## src/rtl/axis_bram_adapter_pkg.sv

```systemverilog
// Shared constants and FSM encoding for the AXI-Stream <-> BRAM line adapter.
package axis_bram_adapter_pkg;

    typedef enum logic [2:0] {
        IDLE,
        W_FILL,
        W_COMMIT,
        R_ISSUE,
        R_WAIT,
        R_DRAIN,
        DONE
    } state_t;

    localparam int DEF_WORD_W         = 16;
    localparam int DEF_WORDS_PER_LINE = 36;
    localparam int DEF_ADDR_W         = 9;
    localparam int DEF_RD_LATENCY     = 1;

    function automatic int line_w(input int word_w, input int words);
        return word_w * words;
    endfunction

    function automatic int cnt_w(input int words);
        return $clog2(words);
    endfunction

endpackage

```

## src/rtl/axis_bram_stream_engine_if.sv

```systemverilog
// Control, stream and BRAM signals of the line adapter bundled as one interface.
interface axis_bram_stream_engine_if
    import axis_bram_adapter_pkg::*;
#(
    parameter int WORD_W         = DEF_WORD_W,
    parameter int WORDS_PER_LINE = DEF_WORDS_PER_LINE,
    parameter int ADDR_W         = DEF_ADDR_W
);
    localparam int LINE_W = line_w(WORD_W, WORDS_PER_LINE);

    logic              start;
    logic              mode;
    logic [ADDR_W-1:0] base_addr;
    logic [ADDR_W-1:0] num_lines;
    logic              busy;
    logic              done;
    logic              err_tlast;
    logic [WORD_W-1:0] s_axis_tdata;
    logic              s_axis_tvalid;
    logic              s_axis_tready;
    logic              s_axis_tlast;
    logic [WORD_W-1:0] m_axis_tdata;
    logic              m_axis_tvalid;
    logic              m_axis_tready;
    logic              m_axis_tlast;
    logic              bram_en;
    logic              bram_we;
    logic [ADDR_W-1:0] bram_addr;
    logic [LINE_W-1:0] bram_wdata;
    logic [LINE_W-1:0] bram_rdata;

    modport master (
        input  start, mode, base_addr, num_lines,
        input  s_axis_tdata, s_axis_tvalid, s_axis_tlast, m_axis_tready, bram_rdata,
        output busy, done, err_tlast, s_axis_tready,
        output m_axis_tdata, m_axis_tvalid, m_axis_tlast,
        output bram_en, bram_we, bram_addr, bram_wdata
    );

    modport slave (
        output start, mode, base_addr, num_lines,
        output s_axis_tdata, s_axis_tvalid, s_axis_tlast, m_axis_tready, bram_rdata,
        input  busy, done, err_tlast, s_axis_tready,
        input  m_axis_tdata, m_axis_tvalid, m_axis_tlast,
        input  bram_en, bram_we, bram_addr, bram_wdata
    );

endinterface

```

## src/rtl/axis_bram_line_buf.sv

```systemverilog
// One BRAM line of storage: word-indexed write for packing, parallel load and
// word-indexed read for unpacking. Clear takes priority so partial lines zero-fill.
module axis_bram_line_buf
    import axis_bram_adapter_pkg::*;
#(
    parameter  int WORD_W         = DEF_WORD_W,
    parameter  int WORDS_PER_LINE = DEF_WORDS_PER_LINE,
    localparam int LINE_W         = line_w(WORD_W, WORDS_PER_LINE),
    localparam int CNT_W          = cnt_w(WORDS_PER_LINE)
) (
    input  logic              clk,
    input  logic              rstn,
    input  logic              clr,
    input  logic              wr_en,
    input  logic [CNT_W-1:0]  wr_idx,
    input  logic [WORD_W-1:0] wr_word,
    input  logic              ld_en,
    input  logic [LINE_W-1:0] ld_line,
    input  logic [CNT_W-1:0]  rd_idx,
    output logic [WORD_W-1:0] rd_word,
    output logic [LINE_W-1:0] line
);
    logic [LINE_W-1:0] line_q;

    always_ff @(posedge clk or negedge rstn) begin
        if (!rstn) begin
            line_q <= '0;
        end else if (clr) begin
            line_q <= '0;
        end else if (ld_en) begin
            line_q <= ld_line;
        end else if (wr_en) begin
            line_q[int'(wr_idx) * WORD_W +: WORD_W] <= wr_word;
        end
    end

    assign rd_word = line_q[int'(rd_idx) * WORD_W +: WORD_W];
    assign line    = line_q;

endmodule

```

## src/rtl/axis_bram_stream_engine.sv

```systemverilog
// AXI-Stream <-> BRAM line adapter: packs stream words into wide lines (write
// mode) or unpacks lines back into a stream with tlast (read mode).
module axis_bram_stream_engine
    import axis_bram_adapter_pkg::*;
#(
    parameter int WORD_W         = DEF_WORD_W,
    parameter int WORDS_PER_LINE = DEF_WORDS_PER_LINE,
    parameter int ADDR_W         = DEF_ADDR_W,
    parameter int RD_LATENCY     = DEF_RD_LATENCY
) (
    input logic clk,
    input logic rstn,
    axis_bram_stream_engine_if.master bus
);
    localparam int                 LINE_W    = line_w(WORD_W, WORDS_PER_LINE);
    localparam int                 CNT_W     = cnt_w(WORDS_PER_LINE);
    localparam logic [CNT_W-1:0]   LAST_WORD = CNT_W'(WORDS_PER_LINE - 1);
    localparam logic [CNT_W-1:0]   WORD_ONE  = CNT_W'(1);
    localparam logic [ADDR_W:0]    LINE_ONE  = (ADDR_W + 1)'(1);
    localparam logic [ADDR_W-1:0]  ADDR_ONE  = ADDR_W'(1);
    localparam logic [1:0]         LAST_WAIT = 2'(RD_LATENCY - 1);

    state_t            state_q, state_d;
    logic [ADDR_W-1:0] addr_q, nlines_q;
    logic [ADDR_W:0]   lcnt_q;
    logic [CNT_W-1:0]  wcnt_q;
    logic [1:0]        wait_q;
    logic              early_q, err_q;
    logic              s_hs, m_hs, last_word, last_line, final_word, capture, clr;
    logic              busy, done, s_ready, m_valid, bram_en, bram_we;
    logic [WORD_W-1:0] rd_word;
    logic [LINE_W-1:0] line;

    assign s_hs       = (state_q == W_FILL) && bus.s_axis_tvalid;
    assign m_hs       = (state_q == R_DRAIN) && bus.m_axis_tready;
    assign last_word  = (wcnt_q == LAST_WORD);
    assign last_line  = ((lcnt_q + LINE_ONE) == {1'b0, nlines_q});
    assign final_word = last_word && last_line;
    assign capture    = (state_q == R_WAIT) && (wait_q == LAST_WAIT);
    assign clr        = ((state_q == IDLE) && bus.start) || (state_q == W_COMMIT);

    always_ff @(posedge clk or negedge rstn) begin
        if (!rstn) state_q <= IDLE;
        else       state_q <= state_d;
    end

    always_comb begin
        state_d = state_q;
        busy    = 1'b1;
        done    = 1'b0;
        s_ready = 1'b0;
        m_valid = 1'b0;
        bram_en = 1'b0;
        bram_we = 1'b0;
        case (state_q)
            IDLE: begin
                busy = 1'b0;
                if (bus.start) begin
                    if (bus.num_lines == '0) state_d = DONE;
                    else if (bus.mode)       state_d = W_FILL;
                    else                     state_d = R_ISSUE;
                end
            end
            W_FILL: begin
                s_ready = 1'b1;
                if (s_hs && (last_word || bus.s_axis_tlast)) state_d = W_COMMIT;
            end
            W_COMMIT: begin
                bram_en = 1'b1;
                bram_we = 1'b1;
                state_d = (last_line || early_q) ? DONE : W_FILL;
            end
            R_ISSUE: begin
                bram_en = 1'b1;
                state_d = R_WAIT;
            end
            R_WAIT: begin
                if (capture) state_d = R_DRAIN;
            end
            R_DRAIN: begin
                m_valid = 1'b1;
                if (m_hs && last_word) state_d = last_line ? DONE : R_ISSUE;
            end
            DONE: begin
                busy    = 1'b0;
                done    = 1'b1;
                state_d = IDLE;
            end
            default: state_d = IDLE;
        endcase
    end

    // Job parameters are captured only when a start is accepted in IDLE.
    always_ff @(posedge clk or negedge rstn) begin
        if (!rstn) begin
            addr_q   <= '0;
            nlines_q <= '0;
            lcnt_q   <= '0;
            wcnt_q   <= '0;
            wait_q   <= '0;
            early_q  <= 1'b0;
            err_q    <= 1'b0;
        end else begin
            case (state_q)
                IDLE: if (bus.start) begin
                    addr_q   <= bus.base_addr;
                    nlines_q <= bus.num_lines;
                    lcnt_q   <= '0;
                    wcnt_q   <= '0;
                    wait_q   <= '0;
                    early_q  <= 1'b0;
                    err_q    <= 1'b0;
                end
                W_FILL: if (s_hs) begin
                    wcnt_q <= wcnt_q + WORD_ONE;
                    if (bus.s_axis_tlast && !final_word) early_q <= 1'b1;
                    if (bus.s_axis_tlast != final_word)  err_q   <= 1'b1;
                end
                W_COMMIT: begin
                    wcnt_q <= '0;
                    lcnt_q <= lcnt_q + LINE_ONE;
                    addr_q <= addr_q + ADDR_ONE;
                end
                R_ISSUE: wait_q <= '0;
                R_WAIT:  wait_q <= wait_q + 2'd1;
                R_DRAIN: if (m_hs) begin
                    if (last_word) begin
                        wcnt_q <= '0;
                        lcnt_q <= lcnt_q + LINE_ONE;
                        addr_q <= addr_q + ADDR_ONE;
                    end else begin
                        wcnt_q <= wcnt_q + WORD_ONE;
                    end
                end
                default: ;
            endcase
        end
    end

    axis_bram_line_buf #(
        .WORD_W         (WORD_W),
        .WORDS_PER_LINE (WORDS_PER_LINE)
    ) u_line_buf (
        .clk     (clk),
        .rstn    (rstn),
        .clr     (clr),
        .wr_en   (s_hs),
        .wr_idx  (wcnt_q),
        .wr_word (bus.s_axis_tdata),
        .ld_en   (capture),
        .ld_line (bus.bram_rdata),
        .rd_idx  (wcnt_q),
        .rd_word (rd_word),
        .line    (line)
    );

    assign bus.busy          = busy;
    assign bus.done          = done;
    assign bus.err_tlast     = err_q;
    assign bus.s_axis_tready = s_ready;
    assign bus.m_axis_tvalid = m_valid;
    assign bus.m_axis_tdata  = m_valid ? rd_word : '0;
    assign bus.m_axis_tlast  = m_valid && final_word;
    assign bus.bram_en       = bram_en;
    assign bus.bram_we       = bram_we;
    assign bus.bram_addr     = addr_q;
    assign bus.bram_wdata    = line;

endmodule

```

## src/flat_wrapper.sv

```systemverilog
// flat-port wrapper written by rule: the top's interface ports become plain ports
module axis_bram_stream_engine_flat import axis_bram_adapter_pkg::*;
#(
    parameter int WORD_W         = DEF_WORD_W,
    parameter int WORDS_PER_LINE = DEF_WORDS_PER_LINE,
    parameter int ADDR_W         = DEF_ADDR_W,
    parameter int RD_LATENCY     = DEF_RD_LATENCY
)
  (clk, rstn, bus_start, bus_mode, bus_base_addr, bus_num_lines, bus_s_axis_tdata, bus_s_axis_tvalid, bus_s_axis_tlast, bus_m_axis_tready, bus_bram_rdata, bus_busy, bus_done, bus_err_tlast, bus_s_axis_tready, bus_m_axis_tdata, bus_m_axis_tvalid, bus_m_axis_tlast, bus_bram_en, bus_bram_we, bus_bram_addr, bus_bram_wdata);
  axis_bram_stream_engine_if #(.WORD_W(WORD_W), .WORDS_PER_LINE(WORDS_PER_LINE), .ADDR_W(ADDR_W)) bus_i ();
  input logic clk;
  input logic rstn;
  input wire logic [$bits(bus_i.start)-1:0] bus_start;
  input wire logic [$bits(bus_i.mode)-1:0] bus_mode;
  input wire logic [$bits(bus_i.base_addr)-1:0] bus_base_addr;
  input wire logic [$bits(bus_i.num_lines)-1:0] bus_num_lines;
  input wire logic [$bits(bus_i.s_axis_tdata)-1:0] bus_s_axis_tdata;
  input wire logic [$bits(bus_i.s_axis_tvalid)-1:0] bus_s_axis_tvalid;
  input wire logic [$bits(bus_i.s_axis_tlast)-1:0] bus_s_axis_tlast;
  input wire logic [$bits(bus_i.m_axis_tready)-1:0] bus_m_axis_tready;
  input wire logic [$bits(bus_i.bram_rdata)-1:0] bus_bram_rdata;
  output wire logic [$bits(bus_i.busy)-1:0] bus_busy;
  output wire logic [$bits(bus_i.done)-1:0] bus_done;
  output wire logic [$bits(bus_i.err_tlast)-1:0] bus_err_tlast;
  output wire logic [$bits(bus_i.s_axis_tready)-1:0] bus_s_axis_tready;
  output wire logic [$bits(bus_i.m_axis_tdata)-1:0] bus_m_axis_tdata;
  output wire logic [$bits(bus_i.m_axis_tvalid)-1:0] bus_m_axis_tvalid;
  output wire logic [$bits(bus_i.m_axis_tlast)-1:0] bus_m_axis_tlast;
  output wire logic [$bits(bus_i.bram_en)-1:0] bus_bram_en;
  output wire logic [$bits(bus_i.bram_we)-1:0] bus_bram_we;
  output wire logic [$bits(bus_i.bram_addr)-1:0] bus_bram_addr;
  output wire logic [$bits(bus_i.bram_wdata)-1:0] bus_bram_wdata;
  assign bus_i.start = bus_start;
  assign bus_i.mode = bus_mode;
  assign bus_i.base_addr = bus_base_addr;
  assign bus_i.num_lines = bus_num_lines;
  assign bus_i.s_axis_tdata = bus_s_axis_tdata;
  assign bus_i.s_axis_tvalid = bus_s_axis_tvalid;
  assign bus_i.s_axis_tlast = bus_s_axis_tlast;
  assign bus_i.m_axis_tready = bus_m_axis_tready;
  assign bus_i.bram_rdata = bus_bram_rdata;
  assign bus_busy = bus_i.busy;
  assign bus_done = bus_i.done;
  assign bus_err_tlast = bus_i.err_tlast;
  assign bus_s_axis_tready = bus_i.s_axis_tready;
  assign bus_m_axis_tdata = bus_i.m_axis_tdata;
  assign bus_m_axis_tvalid = bus_i.m_axis_tvalid;
  assign bus_m_axis_tlast = bus_i.m_axis_tlast;
  assign bus_bram_en = bus_i.bram_en;
  assign bus_bram_we = bus_i.bram_we;
  assign bus_bram_addr = bus_i.bram_addr;
  assign bus_bram_wdata = bus_i.bram_wdata;
  axis_bram_stream_engine #(.WORD_W(WORD_W), .WORDS_PER_LINE(WORDS_PER_LINE), .ADDR_W(ADDR_W), .RD_LATENCY(RD_LATENCY)) u_core (.clk(clk), .rstn(rstn), .bus(bus_i));
endmodule
```

## config.mk

```make
export PLATFORM = sky130hd
export DESIGN_NAME = axis_bram_stream_engine_flat
export DESIGN_NICKNAME = d
export VERILOG_FILES = /design/src/rtl/axis_bram_adapter_pkg.sv /design/src/rtl/axis_bram_stream_engine_if.sv /design/src/rtl/axis_bram_line_buf.sv /design/src/rtl/axis_bram_stream_engine.sv /design/src/flat_wrapper.sv
export SDC_FILE = /design/constraint.sdc
export NUM_CORES = 2
export LEC_CHECK = 0
export CAP_MARGIN = 40
export CORE_AREA = 2 2 477 479
export CTS_CLUSTER_DIAMETER = 40
export DETAILED_ROUTE_END_ITERATION = 8
export DIE_AREA = 0 0 479 481
export DONT_BUFFER_PORTS = 1
export GPL_TIMING_DRIVEN = 1
export SYNTH_ARGS = -nofsm -noshare
export SYNTH_HDL_FRONTEND = slang
export SYNTH_SLANG_ARGS = --single-unit
```

## constraint.sdc

```tcl
create_clock -name clk -period 4.5 [get_ports clk]
set_clock_uncertainty 0.2 [all_clocks]
set_input_delay 0.45 -clock clk [delete_from_list [all_inputs] [get_ports clk]]
set_output_delay 0.45 -clock clk [all_outputs]
set_load 0.005 [all_outputs]
```

==> flow_summary.json <==
{
  "p_total_uw": 42020,
  "h-tree-depth": 4,
  "finalNetCount": 4999,
  "clk_path_buf_depth": 3,
  "cts_buffers": 156,
  "dieArea_mm2": 0.2304,
  "outcome": "complete, but fails checks",
  "grt_max_degree": 618,
  "cts-root-buf": "clkbuf_16",
  "ys.warnings.count": 0,
  "final_common_cell": "dlygate4sd3_1",
  "ant_nets": 0,
  "wl_um": 360800,
  "worstMarginPinSlew_ps": 1158,
  "arrival_ps": 3830,
  "dp_hpwl_um": 269000,
  "grt_use_total": 0.3017,
  "synthFlopType": "dfrtp_1",
  "fp.dieH_um": 481,
  "grt_first_pass_wirelength_um": 447300,
  "crit_required_ps": 3850,
  "synth_area_mm2": 0.03421,
  "io_pins": 1226,
  "grt_pass1_vias": 38750,
  "ir_worst_vdd_uv": 435.4,
  "drt_drc_violations_left": 5,
  "cts_tree": "done",
  "path_class": "register to output pin",
  "first_pass_iters": 9,
  "clkLatencyLatePin_ps": 840,
  "maxCapViolCount": 0,
  "synth_cell_types": 80,
  "final_max_slew_viol_count": 0,
  "rows": 175,
  "r2r_cells": 9,
  "startpoint": "u_core.wcnt_q[0]",
  "initial_core_util": 0.1515,
  "cts.clk_slew.worst_paths_ps": 50,
  "vias": 40440,
  "cp-start-kind": "register",
  "area_delta_synth_final_pct": 57.62,
  "slew_headroom": 0.2279,
  "routabilityCongestion": 0.9561,
  "synth_edf_count": 0,
  "setup_viol": 0,
  "cp_top_family": "multiplexers",
  "period_share": 0.9948,
  "fin_crit_ps": 4477,
  "cp_cell_sequence": "buf_12 -> buf_12 -> mux4_2 -> mux2i_1 -> a22oi_1 -> o211ai_1 -> buf_4 -> o21ai_0",
  "cp.depth": 8,
  "finalHoldViolations": 0,
  "r2r_end": "u_core.u_line_buf.line[556]",
  "path_buf_inv": 3,
  "yosysSeqAreaShare": 0.4513,
  "synth_seq_cells": 617,
  "drtIter0Drc": 5460,
  "clock-sinks": 617,
  "r2r_start": "u_core.wcnt_q[1]",
  "violations": "design-rule violations",
  "multi_input_area_mm2": 0.01752,
  "rsz0062_at_grt": "yes",
  "pwr_density_cell_mw_per_mm2": 779.3,
  "core_area_mm2": 0.2257,
  "seq_area_mm2": 0.01545,
  "final_cell_mix": "853 x dlygate4sd3_1, 612 x dfrtp_1, 435 x nor2_1, 372 x a22oi_1, 359 x nand2_1",
  "final_core_util": 0.2388,
  "worst_setup_path_end_kind": "output pin",
  "worstPathMaxFanout": 31,
  "worst_path_largest_cell_delay_ps": 710,
  "place_area_mm2": 0.03910,
  "portBuffers": 0,
  "min_path_type": "input pin to register",
  "wl_per_cell_um": 47.33,
  "syn_avg_cell_area_um2": 9.982,
  "crit_slowest_cell": "mux4_2",
  "crit_top_cell": "buf_12",
  "cellLeakagePower_uw": 0.02047,
  "die_x_um": 479,
  "synth_fp_nets": 4051,
  "cp-endpoint": "bus_m_axis_tdata[8]",
  "fillers": 23990,
  "grt_antenna_before_repair": 159,
  "overflow": 0,
  "finalInstanceArea_mm2": 0.05392,
  "drive_gt1_frac": 0.1837,
  "r2r_slack_ps": 130,
  "synthArstFlopShare": 1.000,
  "synthCells": 3427,
  "fmax_mhz": 223.4,
  "avgViaCountPerCell": 5.305
}
==> stage by stage <==
stage | setup TNS, ps | hold slack (ps) | setup slack [ps] | instances
after floorplan | 0 | -45.59 | 791.3 | 3427
after global placement | 0 | 18.66 | 371.8 | 6334
after detailed placement | 0 | 13.19 | 403.5 | 6347
after CTS | 0 | -869.8 | 0.8007 | 7498
after global routing | -1.570 | 20.44 | -1.469 | 7563
final | 0 | 88.49 | 23.45 | 7623
==> synthesized netlist by cell type, drive strengths merged, types with 27 or more instances <==
cell type	instances	area (um2)
mux2i	32	320.3
a21oi	274	1390
nor2	438	1649
o32ai	48	420.4
inv	27	101.4
nand3	34	170.2
mux4	160	3603
o21ai	161	805.8
a221o	56	560.5
clkbuf	248	930.9
a32oi	57	499.2
nor3	50	297.8
nand2	365	1370
a22oi	372	2793
buf	112	581.8
dfrtp	617	15440
o31ai	37	341.6
o2bb2ai	48	420.4
o311a	48	480.5
==> sequential cells by signal, summed over array words and instances, names as in the netlist <==
| register | cells |
|---|---|
| u_core.bus.bram_addr | 9 |
| u_core.bus.err_tlast | 1 |
| u_core.early_q | 1 |
| u_core.lcnt_q | 10 |
| u_core.nlines_q | 9 |
| u_core.state_q | 3 |
| u_core.u_line_buf.line | 576 |
| u_core.wait_q | 2 |
| u_core.wcnt_q | 6 |
==> report_power, final <==
group	internal [uW]	switching, uW	total [uW]
sequential	7670	6060	13700
clock	7640	4230	11900
combinational	5880	10500	16400
total	21200	20800	42000
==> layout make-up <==
type                       count  share of cell area
timing repair buffer        1150              0.2102
sequential                   617              0.2866
clock buffer                 194             0.07934
antenna                      112            0.005198
tap                         3009             0.06982
clock inverter                91             0.02191
multi-input combinational   2422              0.3250
inverter                      28            0.001949
==> worst min-delay path by stage <==
stage | startpoint | endpoint | slack [ps] | cells after the start
4_1_cts | rstn | u_core.u_line_buf.line[56] | -870 | 0
2_1_floorplan | rstn | u_core.bus.bram_addr[0] | -50 | 0
6_report | bus_s_axis_tdata[15] | u_core.u_line_buf.line[383] | 90 | 4
5_1_grt | bus_s_axis_tdata[1] | u_core.u_line_buf.line[129] | 20 | 4
3_3_place_gp | rstn | u_core.u_line_buf.line[25] | 20 | 0
3_5_place_dp | rstn | u_core.u_line_buf.line[56] | 10 | 0
==> kinds of logic (layout without fill, tap and decap cells) <==
group	Yosys count	in the layout	share of synthesized area
xor gates and xnor gates	15	15	0.004060
other	0	112	0
buffers and inverters	388	1463	0.04729
muxes	205	205	0.1190
adders and majority gates	7	7	0.002560
DFF	617	617	0.4513
and+or+nand+nor	978	978	0.1227
AOI/OAI and AO/OA	1217	1217	0.2531
==> tightest hold or removal path, delay by kind of cell <==
family	cells	cell delay (ps)
AOI/OAI and AO/OA	2	250
and+or+nand+nor	2	340
==> per-layer routing <==
layer	up-vias	global-route usage	wire (um)
li1	15200	-	-
met1	20190	0.3309	126800
met2	3908	0.4682	160700
met3	1085	0.1573	49420
met4	58	0.1680	23490
met5	-	0	360
==> repair_timing <==
item                                     CTS  global route
endpoints found under the setup margin    17            62
hold endpoints to repair                1218           291
setup buffers                              4             7
hold buffers                             860             2
resized for setup                          9             6
gates cloned                               2             0
pin swaps                                  1             1
(Power assumes the default switching activity.)
